**src/rtl/gold_code_scheduler.sv**
```systemverilog
`default_nettype none
// ============================================================================
// Module      : gold_code_scheduler
// Description : Round-robin time-sharing of one Gold code generator among
//               NREQ requesters. Each grant loads the winner's shift code,
//               waits for generator ready, then runs REPS full code periods.
//               The chip stream is returned tagged with the owner index.
//               Optional macro GOLD_SCHED_TIMEOUT_EN bounds the ready wait.
// Revision    : 1.0 - initial release
// ============================================================================
module gold_code_scheduler #(
    parameter int N       = 63,
    parameter int LENGTH  = $clog2(N),
    parameter int NREQ    = 4,
    parameter int IDX_W   = $clog2(NREQ),
    parameter int REPS    = 2,
    parameter int TIMEOUT = 64
) (
    input  logic                   clkin,
    input  logic                   rst,
    input  logic [NREQ-1:0]        req_i,
    input  logic [NREQ*LENGTH-1:0] shift_i,
    output logic [NREQ-1:0]        gnt_o,
    output logic                   busy_o,
    output logic [LENGTH-1:0]      gen_code2_o,
    output logic                   gen_tvalid_o,
    input  logic                   gen_ready_i,
    input  logic                   gen_code_i,
    output logic                   chip_o,
    output logic                   chip_valid_o,
    output logic [IDX_W-1:0]       chip_owner_o,
    output logic                   period_start_o,
    output logic [NREQ-1:0]        done_o,
    output logic                   err_o
);
    localparam int CNT_W = (N > 1) ? $clog2(N) : 1;
    localparam int PER_W = $clog2(REPS + 1);
    localparam logic [CNT_W-1:0] C_LAST_CHIP = CNT_W'(N - 1);
    localparam logic [CNT_W-1:0] C_CHIP_ONE  = CNT_W'(1);
    localparam logic [PER_W-1:0] C_LAST_PER  = PER_W'(REPS - 1);
    localparam logic [PER_W-1:0] C_PER_ONE   = PER_W'(1);
    localparam logic [IDX_W-1:0] C_LAST_IDX  = IDX_W'(NREQ - 1);

    typedef enum logic [2:0] {
        S_IDLE     = 3'd0,
        S_LOAD     = 3'd1,
        S_WAIT_RDY = 3'd2,
        S_RUN      = 3'd3,
        S_RELEASE  = 3'd4
    } state_t;

    state_t            r_state;
    state_t            w_state_nxt;
    logic [IDX_W-1:0]  r_owner;
    logic [IDX_W-1:0]  r_last_grant;
    logic [IDX_W-1:0]  r_chip_owner;
    logic [LENGTH-1:0] r_code;
    logic [CNT_W-1:0]  r_chip_cnt;
    logic [PER_W-1:0]  r_per_cnt;
    logic [NREQ-1:0]   r_done;
    logic              r_chip_valid;
    logic              r_period_start;

    logic              w_any_req;
    logic [IDX_W-1:0]  w_winner;
    logic [NREQ-1:0]   w_owner_oh;
    logic              w_active;
    logic              w_abandon;
    logic              w_last_chip;
    logic              w_grant;
    logic              w_start_run;
    logic              w_finish;

    assign w_owner_oh  = {{(NREQ-1){1'b0}}, 1'b1} << r_owner;
    assign w_active    = r_state inside {S_LOAD, S_WAIT_RDY, S_RUN};
    assign w_abandon   = w_active && !req_i[r_owner];
    assign w_last_chip = (r_chip_cnt == C_LAST_CHIP) && (r_per_cnt == C_LAST_PER);

    // Round-robin search: first requester strictly after the last grant, wrapping
    always_comb begin
        w_any_req = 1'b0;
        w_winner  = '0;
        for (int i = 1; i <= NREQ; i++) begin
            if (!w_any_req && req_i[IDX_W'((int'(r_last_grant) + i) % NREQ)]) begin
                w_any_req = 1'b1;
                w_winner  = IDX_W'((int'(r_last_grant) + i) % NREQ);
            end
        end
    end

`ifdef GOLD_SCHED_TIMEOUT_EN
    localparam int TMO_W = $clog2(TIMEOUT + 1);
    localparam logic [TMO_W-1:0] C_WAIT_LAST = TMO_W'(TIMEOUT - 1);
    localparam logic [TMO_W-1:0] C_WAIT_ONE  = TMO_W'(1);
    logic [TMO_W-1:0] r_wait_cnt;
    logic             r_err;
    logic             w_timeout;
`endif

    // Next-state decode; abandonment takes priority over every other exit
    always_comb begin
        w_state_nxt = r_state;
        w_grant     = 1'b0;
        w_start_run = 1'b0;
        w_finish    = 1'b0;
`ifdef GOLD_SCHED_TIMEOUT_EN
        w_timeout   = 1'b0;
`endif
        case (r_state)
            S_IDLE: begin
                if (w_any_req) begin
                    w_grant     = 1'b1;
                    w_state_nxt = S_LOAD;
                end
            end
            S_LOAD: begin
                w_state_nxt = w_abandon ? S_RELEASE : S_WAIT_RDY;
            end
            S_WAIT_RDY: begin
                if (w_abandon) begin
                    w_state_nxt = S_RELEASE;
                end else if (gen_ready_i) begin
                    w_start_run = 1'b1;
                    w_state_nxt = S_RUN;
`ifdef GOLD_SCHED_TIMEOUT_EN
                end else if (r_wait_cnt == C_WAIT_LAST) begin
                    w_timeout   = 1'b1;
                    w_state_nxt = S_RELEASE;
`endif
                end
            end
            S_RUN: begin
                if (w_abandon) begin
                    w_state_nxt = S_RELEASE;
                end else if (w_last_chip) begin
                    w_finish    = 1'b1;
                    w_state_nxt = S_RELEASE;
                end
            end
            S_RELEASE: begin
                w_state_nxt = S_IDLE;
            end
            default: begin
                w_state_nxt = S_IDLE;
            end
        endcase
    end

    // State register
    always_ff @(posedge clkin) begin
        if (rst) begin
            r_state <= S_IDLE;
        end else begin
            r_state <= w_state_nxt;
        end
    end

    // Grant bookkeeping, latched shift code and chip/period counters
    always_ff @(posedge clkin) begin
        if (rst) begin
            r_owner      <= '0;
            r_last_grant <= C_LAST_IDX;
            r_code       <= '0;
            r_chip_cnt   <= '0;
            r_per_cnt    <= '0;
            r_done       <= '0;
        end else begin
            r_done <= w_finish ? w_owner_oh : '0;
            if (w_grant) begin
                r_owner <= w_winner;
                r_code  <= shift_i[w_winner*LENGTH +: LENGTH];
            end
            if (r_state == S_RELEASE) begin
                r_last_grant <= r_owner;
            end
            if (w_start_run) begin
                r_chip_cnt <= '0;
                r_per_cnt  <= '0;
            end else if (r_state == S_RUN) begin
                if (r_chip_cnt == C_LAST_CHIP) begin
                    r_chip_cnt <= '0;
                    r_per_cnt  <= r_per_cnt + C_PER_ONE;
                end else begin
                    r_chip_cnt <= r_chip_cnt + C_CHIP_ONE;
                end
            end
        end
    end

    // Output tags delayed one cycle to line up with the generator's registered chip
    always_ff @(posedge clkin) begin
        if (rst) begin
            r_chip_valid   <= 1'b0;
            r_period_start <= 1'b0;
            r_chip_owner   <= '0;
        end else begin
            r_chip_valid   <= (r_state == S_RUN);
            r_period_start <= (r_state == S_RUN) && (r_chip_cnt == '0);
            r_chip_owner   <= r_owner;
        end
    end

`ifdef GOLD_SCHED_TIMEOUT_EN
    // Consecutive not-ready cycles in WAIT_RDY; zero on every entry
    always_ff @(posedge clkin) begin
        if (rst) begin
            r_wait_cnt <= '0;
            r_err      <= 1'b0;
        end else begin
            r_err <= w_timeout;
            if (r_state != S_WAIT_RDY) begin
                r_wait_cnt <= '0;
            end else begin
                r_wait_cnt <= r_wait_cnt + C_WAIT_ONE;
            end
        end
    end
    assign err_o = r_err;
`else
    logic w_unused_timeout;
    assign w_unused_timeout = (TIMEOUT > 0);
    assign err_o = 1'b0;
`endif

    assign gnt_o          = w_active ? w_owner_oh : '0;
    assign busy_o         = (r_state != S_IDLE);
    assign gen_code2_o    = r_code;
    assign gen_tvalid_o   = (r_state == S_RUN);
    assign chip_valid_o   = r_chip_valid;
    assign chip_o         = r_chip_valid & gen_code_i;
    assign chip_owner_o   = r_chip_owner;
    assign period_start_o = r_period_start;
    assign done_o         = r_done;

endmodule
`default_nettype wire

```
**config.mk**
```make
export PLATFORM = sky130hd
export DESIGN_NAME = gold_code_scheduler
export DESIGN_NICKNAME = d
export VERILOG_FILES = /design/src/rtl/gold_code_scheduler.sv
export SDC_FILE = /design/constraint.sdc
export NUM_CORES = 1
export LEC_CHECK = 0
export CAP_MARGIN = 10
export CORE_MARGIN = 2
export CORE_UTILIZATION = 56
export CTS_CLUSTER_SIZE = 25
export DETAILED_ROUTE_END_ITERATION = 10
export DONT_BUFFER_PORTS = 1
export GPL_ROUTABILITY_DRIVEN = 0
export GPL_TIMING_DRIVEN = 1
export PLACE_DENSITY = 0.74
export SLEW_MARGIN = 20
export SYNTH_ARGS = -nofsm -noshare
export SYNTH_HDL_FRONTEND = slang
export SYNTH_SLANG_ARGS = --single-unit
```
**constraint.sdc**
```tcl
create_clock -name clkin -period 1.69 [get_ports clkin]
set_input_delay 0.507 -clock clkin [delete_from_list [all_inputs] [get_ports clkin]]
set_output_delay 0.507 -clock clkin [all_outputs]
set_load 0.02 [all_outputs]
```
==> flow_summary.yaml, run 1 <==
clock_network:
  numCtsBuffers: 5
  root_buffer: "clkbuf_4"
  cts_max_level: 2
  clock-sinks: 29
  clock_latency_ns: 0.33
  clk_pin_slew_ns: 0.08
  ctsHoldBuffers: 0
  cts_tree: "built"
  clk_path_buf_depth: 2
critical_path:
  timing.critical_path.from: "r_owner[1]$_SDFFE_PP0P_"
  r2r_slack_ns: -0.03
  path_cells: "buf_6 -> or2b_1 -> nor2_2 -> buf_4"
  regToRegStartpoint: "r_owner[1]$_SDFFE_PP0P_"
  critPathMaxFanout: 4
  cp.required_ns: 1.18
  reg2reg_to: "r_chip_cnt[2]$_SDFFE_PP0P_"
  max_stage_delay_ns: 0.35
  worst-path-buf-inv: 2
  crit_arrival_ns: 1.28
  cp-endpoint: "gnt_o[2]"
  crit_type: "register to primary output"
  critPathCaptureType: "primary output"
  worstSetupStartpointType: "register"
  crit_family: "flip-flops"
  rr_worst_depth: 6
  crit_cells: 4
  slowest_stage: "dfxtp_2"
detailed_routing:
  ant_nets: 0
  drt_wl_total_mm: 3.39
  post_drt_via_cell_ratio: 5.80
  initialDrtViolationCount: 39
  drc: 0
  dr.pass1.iters: 4
  vias: 1299
  wl_per_cell_microns: 15.1
place:
  port_buffers: 0
  dp_hpwl_mm: 2.26
  placed_cell_area_sq_mm: 0.00167
  placed_cells: 208
  post-place-ws_ns: -0.149
power:
  swShare_pct: 31.6
  seqPwrFrac_pct: 47.5
  p_leak_nw: 0.808
  max-vdd-ir-drop_mv: 0.751
  power.net_switching_w: 0.000545
  pwr-share-comb_pct: 27.6
  clock_power_share_pct: 24.9
  p_per_area_mw_per_mm2: 919
  p_int_w: 0.00118
grt:
  grt_pass1_vias: 1183
  antenna_found_initial: 0
  gr-total-overflow: 0
  grt_usage_pct: 20.4
  grt_pass1_wl_mm: 5.04
  grt_start_max_net_pins: 19
finish:
  nFillCells: 209
  diodes: 0
  instances_no_fill: 224
  layout.area.seq_sq_um: 589
  layout_commonest_cell: "dfxtp_1"
  syn_to_final_growth_pct: 21.3
  layout_common_cells: "dfxtp_1 (24), nor2_1 (21), buf_4 (20)"
  layout.nets: 229
  multi_input_area_sq_um: 961
  design_area_sq_mm: 0.00187
  layout-drive-gt1-share_pct: 30.6
synth:
  synth_top_family_by_area: "simple AND/OR/NAND/NOR gates"
  synth_seq_cells: 29
  synth_ff_type: "dfxtp_1"
  synth_nets: 205
  synthCells: 169
  syn_avg_cell_area_sq_um: 9.14
  synthSimpleGateAreaFrac_pct: 24.5
  synthMuxAreaShare_pct: 13.8
  synth_edf_count: 0
  ys_warn_count: 0
  syn-cell-area_sq_mm: 0.00155
  synth_compound_area_share_pct: 13.7
  synthAdderAreaFrac_pct: 3.24
  ys_async_sr_fraction_pct: 0
  ys_seq_area_share_pct: 37.6
  synth_cell_types: 44
  synth-xor-area-share_pct: 2.83
timing:
  slew-limit-headroom_pct: 48.3
  period_minus_slack_ns: 1.78
  tns_ns: -0.389
  hold_violations: 0
  fin_ws_ns: -0.0926
  fmax_mhz: 561
  period_share_pct: 105
  drv_slew: 0
  rsz0062_at_grt: "true"
  tightest_slew_ns: 0.774
  clock_skew_ns: 0.00248
  setup_viol: 11
floorplanning:
  coreArea_sq_mm: 0.00269
  die_area_sq_mm: 0.00320
  row_count: 19
  die_y_microns: 56.5
  start_util_pct: 57.5
  io_pins: 54
  chipWidth_microns: 56.5
outcome:
  violations: "setup timing"
  status: "complete, but fails checks"
min_path:
  min_path_type: "input port to register"
  hold_depth: 1
job:
  max_cap_violations: 0
==> final cells by class <==
type	count	area share, %
Inverter	6	1.20
Tap cell	31	2.07
Multi-Input combinational cell	127	51.3
Sequential cell	29	31.4
Clock buffer	7	2.94
Timing Repair Buffer	24	11.1
==> registers in the layout, summed over array words and instances (netlist names) <==
name and flops:
r_state 3, period_start_o 1, r_per_cnt 2, done_o 4
r_last_grant 2, chip_owner_o 2, gen_code2_o 6, r_owner 2
r_chip_cnt 6, chip_valid_o 1
==> worst min-delay path by stage <==
stage               slack [ns]                      endpoint                          from
floorplan                 0.48  r_last_grant[0]$_SDFFE_PP1N_  r_last_grant[0]$_SDFFE_PP1N_
global placement          0.50     r_per_cnt[0]$_SDFFE_PP0P_     r_per_cnt[0]$_SDFFE_PP0P_
detailed placement        0.51     r_per_cnt[0]$_SDFFE_PP0P_     r_per_cnt[0]$_SDFFE_PP0P_
CTS                       0.23       r_owner[1]$_SDFFE_PP0P_                           rst
global route              0.21    chip_owner_o[1]$_SDFF_PP0_                           rst
finish                    0.23       r_owner[1]$_SDFFE_PP0P_                           rst
==> per-layer routing <==
| layer | part of all wire, % | global-route usage, % | vias to the layer above |
|---|---|---|---|
| li1 | - | - | 633 |
| met1 | 40 | 23.1 | 613 |
| met2 | 52 | 32.9 | 46 |
| met3 | 6.4 | 8.53 | 7 |
| met4 | 1.7 | 9.86 | 0 |
| met5 | 0 | 0 | - |
==> power groups by stage <==
stage	registers [W]	logic [W]	clock network [W]
floorplan	0.000817	0.000307	0
global placement	0.000826	0.000374	0
detailed placement	0.000825	0.000383	0
CTS	0.000814	0.000440	0.000430
global route	0.000824	0.000512	0.000467
finish	0.000817	0.000476	0.000429
==> stage by stage <==
stage | utilization [%] | hold WS, ns | total power, W
final | 69.8 | 0.234 | 0.00172
after global routing | 69.8 | 0.213 | 0.00180
after detailed placement | 62.2 | 0.515 | 0.00121
after floorplan | - | 0.480 | 0.00112
after global placement | 62.2 | 0.501 | 0.00120
after CTS | 67.6 | 0.229 | 0.00168
==> timing repair <==
item,CTS,global route
buffers inserted,6,3
resized for setup,12,11
setup endpoints to repair,12,12
pin swaps,5,4
==> cells by family after synthesis <==
| kind of cell | count (synthesis) |
|---|---|
| other | 1 |
| flip-flops | 29 |
| XOR/XNOR | 5 |
| AND/OR/NAND/NOR | 71 |
| AO/OA/AOI/OAI | 26 |
| adder cells (fa/ha/maj) | 4 |
| buffers and inverters | 13 |
| multiplexers | 20 |
==> worst register-to-register path, cell delays in order, from the launching register on <==
cell and delay [ns]:
dfxtp_2 0.35, buf_4 0.11, mux4_2 0.51, and4bb_4 0.23
a21o_4 0.22, nand2b_4 0.18, nor2_4 0.08
==> synthesized netlist by cell type, types with 2 or more instances <==
| master | count | area, sq um |
|---|---|---|
| dfxtp_1 | 29 | 581 |
| nor2_1 | 23 | 86.3 |
| mux2i_1 | 19 | 190 |
| nand2_1 | 10 | 37.5 |
| nor2b_1 | 10 | 62.6 |
| a21oi_1 | 7 | 35.0 |
| a22o_1 | 6 | 52.6 |
| inv_1 | 5 | 18.8 |
| nor2_2 | 5 | 31.3 |
| ha_1 | 4 | 50.1 |
| nand2b_1 | 4 | 25.0 |
| nor3_1 | 4 | 20.0 |
| xor2_1 | 4 | 35.0 |
| clkbuf_1 | 3 | 11.3 |
| buf_4 | 2 | 15.0 |
| nand4_1 | 2 | 12.5 |
| nor4_1 | 2 | 12.5 |
| o21ai_0 | 2 | 10.0 |
| o21bai_1 | 2 | 15.0 |
| or2_2 | 2 | 12.5 |
(Power assumes the default switching activity.)
==> run 2: changes to the inputs <==
GPL_ROUTABILITY_DRIVEN = not set   (was 0)
SETUP_SLACK_MARGIN = 0.05   (was not set)
==> run 2 against run 1 <==
Against the previous run: the flow still finishes with violations (setup timing); global-route usage is 3.5 points higher; largest cell class unchanged; combinational power is 20% higher; critical endpoint is now gnt_o[0]; clock skew is 0.0033 ns higher; routed wire length is 12% higher.
==> flow_summary.yaml, run 2 (same netlist as run 1, synthesis figures left out) <==
finish:
  instances_no_fill: 236
  layout_commonest_cell: "buf_4"
  nFillCells: 187
  layout-drive-gt1-share_pct: 39.5
  diodes: 0
  design_area_sq_mm: 0.00209
  layout_common_cells: "buf_4 (26), dfxtp_1 (24), mux2i_1 (16)"
  syn_to_final_growth_pct: 35.2
  layout.nets: 240
detailed_routing:
  dr.pass1.iters: 4
  drc: 0
  vias: 1363
  post_drt_via_cell_ratio: 5.78
  wl_per_cell_microns: 16.1
  ant_nets: 0
  initialDrtViolationCount: 39
  drt_wl_total_mm: 3.79
outcome:
  status: "complete, but fails checks"
  violations: "setup timing"
critical_path:
  critPathCaptureType: "primary output"
  r2r_slack_ns: -0.03
  worst-path-buf-inv: 1
  reg2reg_to: "r_chip_cnt[5]$_SDFFE_PP0P_"
  rr_worst_depth: 6
  crit_family: "simple AND/OR/NAND/NOR gates"
  worstSetupStartpointType: "register"
  max_stage_delay_ns: 0.38
  critPathMaxFanout: 5
  crit_arrival_ns: 1.28
  crit_type: "register to primary output"
  cp.required_ns: 1.18
  path_cells: "nor2_4 -> or2_4 -> nor3_2 -> buf_4"
  crit_cells: 4
  regToRegStartpoint: "r_owner[1]$_SDFFE_PP0P_"
  slowest_stage: "dfxtp_4"
grt:
  gr-total-overflow: 0
  grt_start_max_net_pins: 19
  antenna_found_initial: 0
  grt_usage_pct: 23.9
  grt_pass1_vias: 1334
  grt_pass1_wl_mm: 5.91
min_path:
  min_from: "rst"
  hold_depth: 1
  min_path_type: "input port to register"
  worstHoldEndpoint: "chip_owner_o[0]$_SDFF_PP0_"
job:
  max_cap_violations: 0
place:
  place.gp.congestion: 0.766
  port_buffers: 0
  placed_cell_area_sq_mm: 0.00169
  post-place-ws_ns: -0.167
  dp_hpwl_mm: 2.46
  placed_cells: 209
floorplanning:
  io_pins: 54
  die_area_sq_mm: 0.00320
  row_count: 19
  start_util_pct: 57.5
  chipWidth_microns: 56.5
  die_y_microns: 56.5
  coreArea_sq_mm: 0.00269
power:
  p_leak_nw: 0.902
  p_per_area_mw_per_mm2: 950
  clock_power_share_pct: 30.0
  p_int_w: 0.00140
  max-vdd-ir-drop_mv: 0.841
  swShare_pct: 29.5
  seqPwrFrac_pct: 41.2
  power.net_switching_w: 0.000585
  pwr-share-comb_pct: 28.8
clock_network:
  clk_pin_slew_ns: 0.09
  cts_max_level: 2
  cts_tree: "built"
  clk_path_buf_depth: 2
  clock_latency_ns: 0.32
  numCtsBuffers: 5
  root_buffer: "clkbuf_4"
  clock-sinks: 29
timing:
  hold_violations: 0
  fin_ws_ns: -0.0921
  drv_slew: 0
  period_share_pct: 105
  clock_skew_ns: 0.00577
  tns_ns: -0.428
  setup_viol: 10
  fmax_mhz: 561
  tightest_slew_ns: 0.831
  period_minus_slack_ns: 1.78
  rsz0062_at_grt: "true"
  slew-limit-headroom_pct: 44.5
-- run 2: cell count changes in the layout (fill, tap and decap cells not counted), sizes merged --
| cell | before | now |
|---|---|---|
| buf | 24 | 34 |
| inv | 6 | 5 |
| clkbuf | 7 | 8 |
| clkinv | 0 | 1 |
| bufinv | 0 | 1 |
-- run 2: worst register-to-register path: stages (launching register included) --
cell      delay, ns
dfxtp_2        0.36
buf_4          0.11
mux4_2         0.51
and4bb_4       0.22
a21o_4         0.21
nand2b_4       0.17
nor2_2         0.08
-- run 2: layout make-up --
cell class / instances / area, sq um / area share (%)
inverters: 6 / 23.8 / 1.14
repair buffers: 35 / 339 / 16.2
flip-flops and latches: 29 / 597 / 28.6
clock buffers: 7 / 55.1 / 2.63
multi-input cells: 127 / 1010 / 48.1
well taps: 31 / 38.8 / 1.86
clock inverters: 1 / 30.0 / 1.44
-- run 2: routing by layer --
layer	vias to the layer above	global-route usage, %	wire length, microns
met2	45	41.2	1950
met3	9	6.45	208
met5	-	0	0
met1	652	27.8	1570
met4	0	9.52	63
li1	657	-	-
-- run 2: worst max-delay path by stage --
| stage | slack (ns) | endpoint | start |
|---|---|---|---|
| global route | -0.15 | gnt_o[2] | r_owner[1]$_SDFFE_PP0P_ |
| detailed placement | -0.17 | gen_code2_o[0]$_SDFFE_PP0P_ | req_i[3] |
| CTS | -0.08 | gnt_o[0] | r_state[0]$_SDFFE_PP0P_ |
| floorplan | -0.01 | gnt_o[1] | r_state[1]$_SDFFE_PP0P_ |
| global placement | -0.07 | r_state[0]$_SDFFE_PP0P_ | req_i[3] |
| finish | -0.09 | gnt_o[0] | r_state[0]$_SDFFE_PP0P_ |
-- run 2: metrics by stage --
stage / total power (W) / hold WS (ns) / utilization (%)
after floorplan: 0.00113 / 0.485 / -
after global placement: 0.00121 / 0.502 / 63.0
after detailed placement: 0.00123 / 0.540 / 63.0
after CTS: 0.00193 / 0.230 / 73.5
after global routing: 0.00206 / 0.226 / 77.8
final: 0.00198 / 0.241 / 77.8
-- run 2: repair_timing --
item / 4_1_cts / 5_1_grt
pin swaps: 10 / 5
hold endpoints to repair: 0 / 0
setup endpoints to repair: 16 / 21
resized for setup: 24 / 15
hold buffers: 0 / 0
gates cloned: 1 / 1
buffers inserted: 11 / 6
-- run 2: power groups by stage --
stage | logic [W] | registers [W] | clock network (W)
after global routing | 0.000611 | 0.000824 | 0.000627
after detailed placement | 0.000400 | 0.000825 | 0
final | 0.000572 | 0.000817 | 0.000596
after global placement | 0.000382 | 0.000826 | 0
after floorplan | 0.000308 | 0.000818 | 0
after CTS | 0.000517 | 0.000814 | 0.000596
==> run 3: changes to the inputs <==
CORE_UTILIZATION = 60   (was 56)
PLACE_DENSITY = 0.76   (was 0.74)
clock period = 1.7 ns   (was 1.69 ns; I/O delays follow)
==> run 3 against run 2 <==
Against the previous run: global-route usage is 3.5 points higher; via count grew 0.95%; critical endpoint unchanged; the flow still finishes with violations (setup timing); sequential power down 0.5%; non-clock buffer count decreased by 4; highest routed layer unchanged; critical path type unchanged.
==> flow_summary.yaml, run 3 (same netlist as run 1, synthesis figures left out) <==
outcome:
  status: "complete, but fails checks"
  violations: "setup timing"
place:
  port_buffers: 0
  dp_hpwl_mm: 2.60
  place.gp.congestion: 0.788
critical_path:
  critPathCaptureType: "primary output"
  worstSetupStartpointType: "register"
  regToRegStartpoint: "r_owner[1]$_SDFFE_PP0P_"
  cp.required_ns: 1.19
  worst-path-buf-inv: 1
  path_cells: "nor2_4 -> or2_4 -> nor3_4 -> buf_6"
  critPathMaxFanout: 5
  slowest_stage: "dfxtp_2"
  crit_arrival_ns: 1.28
  r2r_slack_ns: -0.04
  crit_type: "register to primary output"
  rr_worst_depth: 6
  max_stage_delay_ns: 0.37
  crit_family: "simple AND/OR/NAND/NOR gates"
  reg2reg_to: "r_chip_cnt[2]$_SDFFE_PP0P_"
timing:
  holdWs_ns: 0.241
  fin_ws_ns: -0.0922
  tightest_slew_ns: 0.539
  period_share_pct: 105
  drv_slew: 0
  hold_violations: 0
  clock_skew_ns: 0.0123
  fmax_mhz: 558
  setup_viol: 9
  slew-limit-headroom_pct: 64.0
  rsz0062_at_grt: "true"
  period_minus_slack_ns: 1.79
detailed_routing:
  vias: 1376
  dr.pass1.iters: 4
  ant_nets: 0
  drt_wl_total_mm: 4.21
  initialDrtViolationCount: 58
  drc: 0
  post_drt_via_cell_ratio: 5.96
  wl_per_cell_microns: 18.2
min_path:
  min_path_type: "input port to register"
  worstHoldEndpoint: "chip_owner_o[0]$_SDFF_PP0_"
  hold_depth: 1
  min_from: "rst"
grt:
  antenna_found_initial: 0
  grt_start_max_net_pins: 19
  gr-total-overflow: 0
  grt_pass1_wl_mm: 5.62
  grt_usage_pct: 27.3
  grt_pass1_vias: 1231
floorplanning:
  coreArea_sq_mm: 0.00245
  start_util_pct: 62.9
  die_area_sq_mm: 0.00300
  chipWidth_microns: 54.8
  row_count: 18
  die_y_microns: 54.8
  io_pins: 54
clock_network:
  ctsHoldBuffers: 0
  clock_latency_ns: 0.33
  clk_pin_slew_ns: 0.09
  root_buffer: "clkbuf_4"
  clock-sinks: 29
  numCtsBuffers: 5
  clk_path_buf_depth: 2
  cts_max_level: 2
  cts_tree: "built"
finish:
  layout-drive-gt1-share_pct: 37.3
  layout_common_cells: "dfxtp_1 (23), buf_4 (20), mux2i_1 (19)"
  layout_commonest_cell: "dfxtp_1"
  syn_to_final_growth_pct: 33.4
  nFillCells: 139
  diodes: 0
  layout.nets: 236
  final_util_pct: 83.9
power:
  p_leak_nw: 0.900
  p_per_area_mw_per_mm2: 960
  max-vdd-ir-drop_mv: 0.891
job:
  max_cap_violations: 0
run 3: cell type report:
| class | instances | area, sq um | share of cell area, % |
|---|---|---|---|
| Tap cell | 30 | 37.5 | 1.82 |
| Multi-Input combinational cell | 127 | 1020 | 49.3 |
| Clock inverter | 1 | 30.0 | 1.46 |
| Clock buffer | 7 | 55.1 | 2.67 |
| Inverter | 6 | 23.8 | 1.15 |
| Timing Repair Buffer | 31 | 305 | 14.8 |
| Sequential cell | 29 | 593 | 28.8 |
run 3: report_power, final:
group / switching, W / internal [W]
sequential: 0.0000802 / 0.000733
combinational: 0.000278 / 0.000298
clock: 0.000238 / 0.000351
run 3: worst max-delay path by stage:
stage	start	to	slack [ns]	cells after the start
global route	r_owner[1]$_SDFFE_PP0P_	gnt_o[2]	-0.15	4
floorplan	r_state[1]$_SDFFE_PP0P_	gnt_o[1]	-0.008	4
CTS	r_state[1]$_SDFFE_PP0P_	gnt_o[0]	-0.07	4
finish	r_state[0]$_SDFFE_PP0P_	gnt_o[0]	-0.09	4
detailed placement	req_i[3]	gen_code2_o[5]$_SDFFE_PP0P_	-0.17	5
global placement	req_i[3]	gen_code2_o[5]$_SDFFE_PP0P_	-0.06	5
run 3: repair_timing:
action                                  in CTS  in global routing
gates resized for setup                     23                 17
setup buffers                               10                  2
cloned                                       0                  1
endpoints found under the setup margin      17                 18
pin swaps                                    6                  7
run 3: through the flow:
stage / setup TNS (ns) / cell area [sq um] / worst slack (ns) / std cells / total power [W]
2_1_floorplan: -0.0478 / 1580 / -0.00795 / 169 / 0.00112
3_3_place_gp: -0.547 / 1710 / -0.0636 / 210 / 0.00122
3_5_place_dp: -1.09 / 1710 / -0.169 / 210 / 0.00124
4_1_cts: -0.258 / 1960 / -0.0721 / 228 / 0.00191
5_1_grt: -1.03 / 2060 / -0.151 / 231 / 0.00205
6_report: -0.458 / 2060 / -0.0922 / 231 / 0.00198
run 3: metal layers:
metal	wire, microns	vias to the layer above	global-route usage [%]
li1	-	649	-
met1	1610	655	29.6
met2	2240	58	51.0
met3	257	14	8.20
met4	103	0	6.67
met5	0	-	0
